File: src/rtl/ps2_key_decoder_if.sv
// Pin and pulse bundle between the board PS/2 pins, the key decoder and the
// game controller's press inputs.
interface ps2_key_decoder_if;
    logic       ps2_clk;
    logic       ps2_data;
    logic       w_press;
    logic       a_press;
    logic       s_press;
    logic       d_press;
    logic       space_press;
    logic       r_press;
    logic       frame_err;
    logic [7:0] scancode;
    logic       scancode_valid;

    // Keyboard / pin side: drives the PS/2 pins, observes the decoded pulses.
    modport master (
        output ps2_clk, ps2_data,
        input  w_press, a_press, s_press, d_press, space_press, r_press,
        input  frame_err, scancode, scancode_valid
    );

    // Decoder side.
    modport slave (
        input  ps2_clk, ps2_data,
        output w_press, a_press, s_press, d_press, space_press, r_press,
        output frame_err, scancode, scancode_valid
    );
endinterface

File: src/rtl/ps2_key_decoder.sv
// PS/2 keyboard receiver: pin synchronizer, ps2_clk glitch filter, 11-bit
// frame receiver with idle timeout, E0/F0 prefix FSM and a per-key held
// register so a typematic key yields one press pulse.
module ps2_key_decoder #(
    parameter int FILTER_LEN     = 4,
    parameter int TIMEOUT_CYCLES = 50000
) (
    input  logic             clk,
    input  logic             rst_n,
    ps2_key_decoder_if.slave bus
);
    localparam int TW = $clog2(TIMEOUT_CYCLES + 1);

    typedef enum logic [1:0] {ST_IDLE, ST_EXT, ST_BRK, ST_EXT_BRK} state_t;

    logic          r_clk_s1, r_clk_s2, r_dat_s1, r_dat_s2;
    logic          r_filt;
    logic [4:0]    r_fcnt;
    logic          w_fall;
    logic [3:0]    r_bitcnt;
    logic [9:0]    r_shift;
    logic [TW-1:0] r_tocnt;
    logic [7:0]    r_scancode;
    logic          r_valid, r_err;
    state_t        r_state, w_state_nxt;
    logic [9:0]    r_held, w_held_nxt;
    logic [5:0]    r_press, w_press_nxt;
    logic [3:0]    w_idx;
    logic [2:0]    w_bit;
    logic          w_make, w_brk, w_ext;

    // Held-key index: 0..5 = W A S D Space R, 6..9 = Up Left Down Right, F = unmapped.
    function automatic logic [3:0] key_index(input logic ext, input logic [7:0] code);
        key_index = 4'hF;
        if (!ext) begin
            case (code)
                8'h1D: key_index = 4'd0;
                8'h1C: key_index = 4'd1;
                8'h1B: key_index = 4'd2;
                8'h23: key_index = 4'd3;
                8'h29: key_index = 4'd4;
                8'h2D: key_index = 4'd5;
                default: key_index = 4'hF;
            endcase
        end else begin
            case (code)
                8'h75: key_index = 4'd6;
                8'h6B: key_index = 4'd7;
                8'h72: key_index = 4'd8;
                8'h74: key_index = 4'd9;
                default: key_index = 4'hF;
            endcase
        end
    endfunction

    // Two-flop synchronizers for both pins, idle-high reset.
    always_ff @(posedge clk) begin
        if (!rst_n) begin
            r_clk_s1 <= 1'b1;
            r_clk_s2 <= 1'b1;
            r_dat_s1 <= 1'b1;
            r_dat_s2 <= 1'b1;
        end else begin
            r_clk_s1 <= bus.ps2_clk;
            r_clk_s2 <= r_clk_s1;
            r_dat_s1 <= bus.ps2_data;
            r_dat_s2 <= r_dat_s1;
        end
    end

    // Falling edge fires in the cycle the filter accepts a new low level.
    assign w_fall = r_filt && !r_clk_s2 && (r_fcnt == 5'(FILTER_LEN - 1));

    // Glitch filter: accept a new ps2_clk level after FILTER_LEN consecutive differing samples.
    always_ff @(posedge clk) begin
        if (!rst_n) begin
            r_filt <= 1'b1;
            r_fcnt <= '0;
        end else if (r_clk_s2 == r_filt) begin
            r_fcnt <= '0;
        end else if (r_fcnt == 5'(FILTER_LEN - 1)) begin
            r_filt <= r_clk_s2;
            r_fcnt <= '0;
        end else begin
            r_fcnt <= r_fcnt + 5'd1;
        end
    end

    // Frame receiver and idle timeout; a sampling event always wins over the timeout.
    always_ff @(posedge clk) begin
        if (!rst_n) begin
            r_bitcnt   <= '0;
            r_shift    <= '0;
            r_tocnt    <= '0;
            r_scancode <= '0;
            r_valid    <= 1'b0;
            r_err      <= 1'b0;
        end else begin
            r_valid <= 1'b0;
            r_err   <= 1'b0;
            if (w_fall) begin
                r_tocnt <= '0;
                if (r_bitcnt == 4'd10) begin
                    // r_shift holds {parity, d7..d0, start}; the stop bit is on the pin now.
                    if (!r_shift[0] && r_dat_s2 && (^r_shift[9:1])) begin
                        r_scancode <= r_shift[8:1];
                        r_valid    <= 1'b1;
                    end else begin
                        r_err <= 1'b1;
                    end
                    r_bitcnt <= '0;
                end else begin
                    r_shift  <= {r_dat_s2, r_shift[9:1]};
                    r_bitcnt <= r_bitcnt + 4'd1;
                end
            end else if (r_bitcnt != 4'd0) begin
                if (r_tocnt == TW'(TIMEOUT_CYCLES - 1)) begin
                    r_bitcnt <= '0;
                    r_tocnt  <= '0;
                    r_err    <= 1'b1;
                end else begin
                    r_tocnt <= r_tocnt + 1'b1;
                end
            end else begin
                r_tocnt <= '0;
            end
        end
    end

    // Prefix FSM, held-key bookkeeping and press pulse registers.
    always_ff @(posedge clk) begin
        if (!rst_n) begin
            r_state <= ST_IDLE;
            r_held  <= '0;
            r_press <= '0;
        end else begin
            r_state <= w_state_nxt;
            r_held  <= w_held_nxt;
            r_press <= w_press_nxt;
        end
    end

    // Next state plus make/break decode of each valid byte.
    always_comb begin
        w_state_nxt = r_state;
        w_held_nxt  = r_held;
        w_press_nxt = '0;
        w_make      = 1'b0;
        w_brk       = 1'b0;
        w_ext       = 1'b0;
        if (r_err) begin
            w_state_nxt = ST_IDLE;
        end else if (r_valid) begin
            case (r_state)
                ST_IDLE: begin
                    if (r_scancode == 8'hE0)      w_state_nxt = ST_EXT;
                    else if (r_scancode == 8'hF0) w_state_nxt = ST_BRK;
                    else                          w_make = 1'b1;
                end
                ST_EXT: begin
                    if (r_scancode == 8'hF0) begin
                        w_state_nxt = ST_EXT_BRK;
                    end else begin
                        w_make      = 1'b1;
                        w_ext       = 1'b1;
                        w_state_nxt = ST_IDLE;
                    end
                end
                ST_BRK: begin
                    w_brk       = 1'b1;
                    w_state_nxt = ST_IDLE;
                end
                default: begin
                    w_brk       = 1'b1;
                    w_ext       = 1'b1;
                    w_state_nxt = ST_IDLE;
                end
            endcase
        end
        w_idx = key_index(w_ext, r_scancode);
        w_bit = (w_idx < 4'd6) ? w_idx[2:0] : 3'(w_idx - 4'd6);
        if (w_idx < 4'd10) begin
            if (w_brk) begin
                w_held_nxt[w_idx] = 1'b0;
            end else if (w_make && !r_held[w_idx]) begin
                w_held_nxt[w_idx]  = 1'b1;
                w_press_nxt[w_bit] = 1'b1;
            end
        end
    end

    assign bus.w_press        = r_press[0];
    assign bus.a_press        = r_press[1];
    assign bus.s_press        = r_press[2];
    assign bus.d_press        = r_press[3];
    assign bus.space_press    = r_press[4];
    assign bus.r_press        = r_press[5];
    assign bus.frame_err      = r_err;
    assign bus.scancode       = r_scancode;
    assign bus.scancode_valid = r_valid;
endmodule

File: src/flat_wrapper.sv
// flat-port wrapper written by rule: the top's interface ports become plain ports
module ps2_key_decoder_flat 
#(
    parameter int FILTER_LEN     = 4,
    parameter int TIMEOUT_CYCLES = 50000
)
  (clk, rst_n, bus_ps2_clk, bus_ps2_data, bus_w_press, bus_a_press, bus_s_press, bus_d_press, bus_space_press, bus_r_press, bus_frame_err, bus_scancode, bus_scancode_valid);
  ps2_key_decoder_if bus_i ();
  input  logic clk;
  input  logic rst_n;
  input wire logic [$bits(bus_i.ps2_clk)-1:0] bus_ps2_clk;
  input wire logic [$bits(bus_i.ps2_data)-1:0] bus_ps2_data;
  output wire logic [$bits(bus_i.w_press)-1:0] bus_w_press;
  output wire logic [$bits(bus_i.a_press)-1:0] bus_a_press;
  output wire logic [$bits(bus_i.s_press)-1:0] bus_s_press;
  output wire logic [$bits(bus_i.d_press)-1:0] bus_d_press;
  output wire logic [$bits(bus_i.space_press)-1:0] bus_space_press;
  output wire logic [$bits(bus_i.r_press)-1:0] bus_r_press;
  output wire logic [$bits(bus_i.frame_err)-1:0] bus_frame_err;
  output wire logic [$bits(bus_i.scancode)-1:0] bus_scancode;
  output wire logic [$bits(bus_i.scancode_valid)-1:0] bus_scancode_valid;
  assign bus_i.ps2_clk = bus_ps2_clk;
  assign bus_i.ps2_data = bus_ps2_data;
  assign bus_w_press = bus_i.w_press;
  assign bus_a_press = bus_i.a_press;
  assign bus_s_press = bus_i.s_press;
  assign bus_d_press = bus_i.d_press;
  assign bus_space_press = bus_i.space_press;
  assign bus_r_press = bus_i.r_press;
  assign bus_frame_err = bus_i.frame_err;
  assign bus_scancode = bus_i.scancode;
  assign bus_scancode_valid = bus_i.scancode_valid;
  ps2_key_decoder #(.FILTER_LEN(FILTER_LEN), .TIMEOUT_CYCLES(TIMEOUT_CYCLES)) u_core (.clk(clk), .rst_n(rst_n), .bus(bus_i));
endmodule
File: config.mk
export PLATFORM = sky130hd
export DESIGN_NAME = ps2_key_decoder_flat
export DESIGN_NICKNAME = d
export VERILOG_FILES = /design/src/rtl/ps2_key_decoder_if.sv /design/src/rtl/ps2_key_decoder.sv /design/src/flat_wrapper.sv
export SDC_FILE = /design/constraint.sdc
export NUM_CORES = 1
export LEC_CHECK = 0
export ABC_CLOCK_PERIOD_IN_PS = 3000
export CAP_MARGIN = 20
export CORE_MARGIN = 1.5
export CORE_UTILIZATION = 35
export CTS_BUF_LIST = sky130_fd_sc_hd__clkbuf_4
export CTS_CLUSTER_DIAMETER = 80
export DETAILED_ROUTE_END_ITERATION = 6
export SLEW_MARGIN = 10
export SYNTH_ARGS = -nofsm -noshare
export SYNTH_HDL_FRONTEND = slang
export SYNTH_SLANG_ARGS = --single-unit
File: constraint.sdc
create_clock -name clk -period 3 [get_ports clk]
set_input_delay 0.9 -clock clk [delete_from_list [all_inputs] [get_ports clk]]
set_output_delay 0.9 -clock clk [all_outputs]
set_load 0.02 [all_outputs]
==> out/metrics.sh, run 1 <==
REGTOREGSTARTPOINT='u_core.bus.scancode[3]$_SDFFE_PN0P_'
POWER_DENSITY_nW_PER_UM2=383
DRTANTENNAVIOLNETS=0
MIN_PERIOD_OVER_PERIOD_PCT=86.9
CLOCK_SINK_COUNT=68
CTS_HTREE_LEVELS=3
CRITPATHKIND='reg2out'
WORST_SETUP_HOLD_PATH_CLK_SLEW_NS=0.10
SEQ_POWER_SHARE_PCT=64.3
SHARE_OF_POWER_BURNED_IN_THE_CLOCK_NETWORK_PCT=33.9
ANTENNA_FOUND_INITIAL=0
TIMING.FINAL.MAX_SLEW_VIOLATIONS=0
SYNTH.DISTINCT_CELLS=64
GLOBAL_ROUTE.OVERFLOW_TOTAL=0
VIASPERCELL=5.14
TOTALNEGATIVESETUPSLACK_NS=0
SYNTH_SEQUENTIAL_AREA_RATIO_PCT=41.6
MOSTFREQUENTLAYOUTCELL='sky130_fd_sc_hd__dfxtp_1'
CTS_ROOT_BUFFER='sky130_fd_sc_hd__clkbuf_4'
COMMONEST_CELLS_AFTER_ROUTING_FILL_AND_TAPS_ASIDE='68 x sky130_fd_sc_hd__dfxtp_1, 48 x sky130_fd_sc_hd__nor2_1, 46 x sky130_fd_sc_hd__nand2_1'
GRT_SETUP_UNREPAIRED='no'
FRACTION_OF_LAYOUT_INSTANCES_USING_A_DRIVE_STRENGTH_ABOVE_1_PCT=9.61
SWITCHING_SHARE_PCT=22.5
SYNTH_ENABLE_FLOP_CELLS=0
ANTENNADIODECOUNT=0
CP.REQUIRED_NS=2.10
MAX-SLEW-MARGIN-REL_PCT=60.6
ROUTED_WL_UM=6600
RUN_STATUS='completed'
POWER.IR.VDD_WORST_V=0.000167
CORE_AREA_UM2=9150
POSTPLACECELLAREA_UM2=3570
IO-PIN-COUNT=20
WORST-PATH-STAGES=1
CP_TOP_FAMILY='buffers and inverters'
YOSYS_REG_BITS=68
WORSTHOLDSTART='u_core.r_clk_s1$_SDFF_PN1_'
FIRST_PASS_DRT_ITERATIONS=5
MAX_FREQ_MHz=383
TIMING_WORST_SLEW_PIN_VALUE_NS=0.590
FINALHOLDVIOLCOUNT=0
NUMCTSBUFFERS=9
PORTBUFS=19
POWER.NET_SWITCHING_W=0.000317
MAPPEDNETLISTNETS=393
WORST_SKEW_PAIR.LATE_LATENCY_NS=0.40
POSTCTSRESIZEDCELLS=0
POSTSYNTHAREAPERCELL_UM2=8.55
FIRST_ITER_VIOLATIONS=115
SLACK_OF_THE_WORST_REG_TO_REG_PATH_NS=0.44
DETAILROUTE.VIA_COUNT=2657
INTERNAL_POWER_W=0.00109
COMBINATIONALPOWERSHARE_PCT=1.7
CTS.HOLD.BUFFERS_ADDED=0
CRITICAL_PATH.MAX_STAGE_DELAY_NS=0.69
ENDPOINTS_FAILING_SETUP=0
GRT_FIRST_PASS_WIRELENGTH_UM=11200
AVERAGE_ROUTED_WIRE_PER_STANDARD_CELL_UM=12.8
NETLIST_INSTANCES=383
P_LEAK_nW=1.18
CTS_SETUP_BUFFERS=0
CRIT_SLOWEST_CELL='sky130_fd_sc_hd__clkdlybuf4s50_1'
DP_HPWL_UM=4720
PATH_CELLS='clkdlybuf4s50_1'
LAYOUT.NETS=412
NUM_ROWS=35
AREA.GROWTH.SYNTH_TO_FINAL_PCT=12.2
FINALCLOCKSKEW_NS=0.00744
CRIT_PATH_MAX_FANOUT=16
SETUP.WORST_PATH.END_CLASS='output port'
REMAINING_DRC_ERRORS=0
GRT_PASS1_VIAS=2420
SETUP.WORST_PATH.START_CLASS='flop'
YOSYSWARNINGS=0
TIME_THE_FINAL_WORST_PATH_NEEDS_WITH_I_O_DELAYS_AND_SETUP_NS=2.61
DIE_H_UM=99.7
TIMING.CRITICAL_PATH.BUF_INV=1
GRT_USE_TOTAL_PCT=14.0
CLOCK_TREE.BUFFER_DEPTH=2
CRITPATHLAUNCH='u_core.bus.scancode[4]$_SDFFE_PN0P_'
CHIPWIDTH_UM=99.7
DESIGN.DIE.AREA_UM2=9950
SYNTH_FF_TYPE='sky130_fd_sc_hd__dfxtp_1'
TIMING.CRITICAL_PATH.ARRIVAL_NS=1.71
MAXIMUM_NUMBER_OF_PINS_ON_ONE_NET_BEFORE_GLOBAL_ROUTE_REPAIR=33
CAP_VIOL_MAX_COUNT=0
TIMING.REG2REG.WORST_PATH_DEPTH=6
TRITONCTS='built'
FRACTION_OF_REGISTERS_WITH_ASYNC_SET_RESET_PCT=0
HP-CLASS='reg2reg'
SETUP.WORST_PATH.END='bus_scancode[4]'
START_UTIL_PCT=35.8
FINAL_DESIGN_AREA_NO_FILL_UM2=3670
SYN_AREA_UM2=3280
GP_ROUTABILITY_CONGESTION=0.862
[layout make-up]
class / instances / area, um^2
clock buffers: 11 / 82.6
clock inverters: 4 / 17.5
fillers: 906 / 5480
inverters: 15 / 56.3
multi-input cells: 282 / 1780
flip-flops and latches: 68 / 1360
well taps: 111 / 139
repair buffers: 26 / 243
[cells by family (layout without fill, tap and decap cells)]
group	Yosys count	after routing	synth area share, %
AOI/OAI and AO/OA	69	69	14.9
xor gates and xnor gates	23	23	6.57
adders and majority gates	6	6	2.29
buffers and inverters	33	56	4.24
DFF	68	68	41.6
muxes	6	6	1.99
and+or+nand+nor	178	178	28.5
[power groups by stage]
stage / Sequential (W) / Clock, W / Combinational, W
CTS: 0.000906 / 0.000496 / 0.0000246
finish: 0.000906 / 0.000478 / 0.0000246
global placement: 0.000927 / 0 / 0.0000243
global route: 0.000907 / 0.000530 / 0.0000280
detailed placement: 0.000927 / 0 / 0.0000244
floorplan: 0.000927 / 0 / 0.0000151
[per-layer routing]
layer	part of all wire (%)	GRT usage, %
met2	44	21.6
met5	0	0
met1	51	18.6
met4	1.7	6.72
met3	3.4	3.16
[metrics by stage]
| step | hold WS [ns] | instances | worst slack [ns] | util, % | power, W |
|---|---|---|---|---|---|
| after CTS | 0.421 | 517 | 0.359 | 40.2 | 0.00143 |
| after detailed placement | 0.399 | 502 | 0.417 | 39.1 | 0.000951 |
| after global routing | 0.462 | 517 | 0.296 | 40.2 | 0.00146 |
| after global placement | 0.388 | 502 | 0.436 | 39.1 | 0.000951 |
| final | 0.423 | 517 | 0.392 | 40.2 | 0.00141 |
| after floorplan | 0.386 | 383 | 0.526 | - | 0.000942 |
[synthesized netlist by cell type (all sizes together), types with 3 or more instances]
cell,n,area (um^2)
nor2,48,180
o221a,4,45.0
nand3,21,105
nand3b,5,37.5
nor4,3,18.8
or3,6,42.5
clkbuf,13,48.8
nand2,47,179
nand2b,9,56.3
dfxtp,68,1360
xor2,12,105
inv,14,52.6
a31oi,4,25.0
nor3,8,45.0
buf,5,33.8
nor3b,3,22.5
nor4b,4,41.3
or4b,3,33.8
a21oi,23,115
o21ai,20,104
nand4,5,31.3
xnor2,10,87.6
ha,6,75.1
mux2i,5,50.1
[how the worst min path moves through the flow]
stage | to | slack, ns | cells past startpoint
detailed placement | u_core.r_dat_s2$_SDFF_PN1_ | 0.40 | 1
finish | u_core.r_clk_s2$_SDFF_PN1_ | 0.42 | 1
global route | u_core.r_clk_s2$_SDFF_PN1_ | 0.46 | 1
CTS | u_core.r_dat_s2$_SDFF_PN1_ | 0.42 | 1
global placement | u_core.r_clk_s2$_SDFF_PN1_ | 0.39 | 1
floorplan | u_core.r_clk_s2$_SDFF_PN1_ | 0.39 | 1
(Power assumes the default switching activity.)
==> inputs of run 2 (changes only) <==
--- a/config.mk
+++ b/config.mk
@@ -5,13 +5,14 @@
 export SDC_FILE = /design/constraint.sdc
 export NUM_CORES = 1
 export LEC_CHECK = 0
-export ABC_CLOCK_PERIOD_IN_PS = 3000
 export CAP_MARGIN = 20
 export CORE_MARGIN = 1.5
 export CORE_UTILIZATION = 35
 export CTS_BUF_LIST = sky130_fd_sc_hd__clkbuf_4
 export CTS_CLUSTER_DIAMETER = 80
+export CTS_CLUSTER_SIZE = 14
 export DETAILED_ROUTE_END_ITERATION = 6
+export GPL_ROUTABILITY_DRIVEN = 1
 export SLEW_MARGIN = 10
 export SYNTH_ARGS = -nofsm -noshare
 export SYNTH_HDL_FRONTEND = slang
==> results of run 2 <==
Final layout, timing and power as in run 1 (identical DEF).
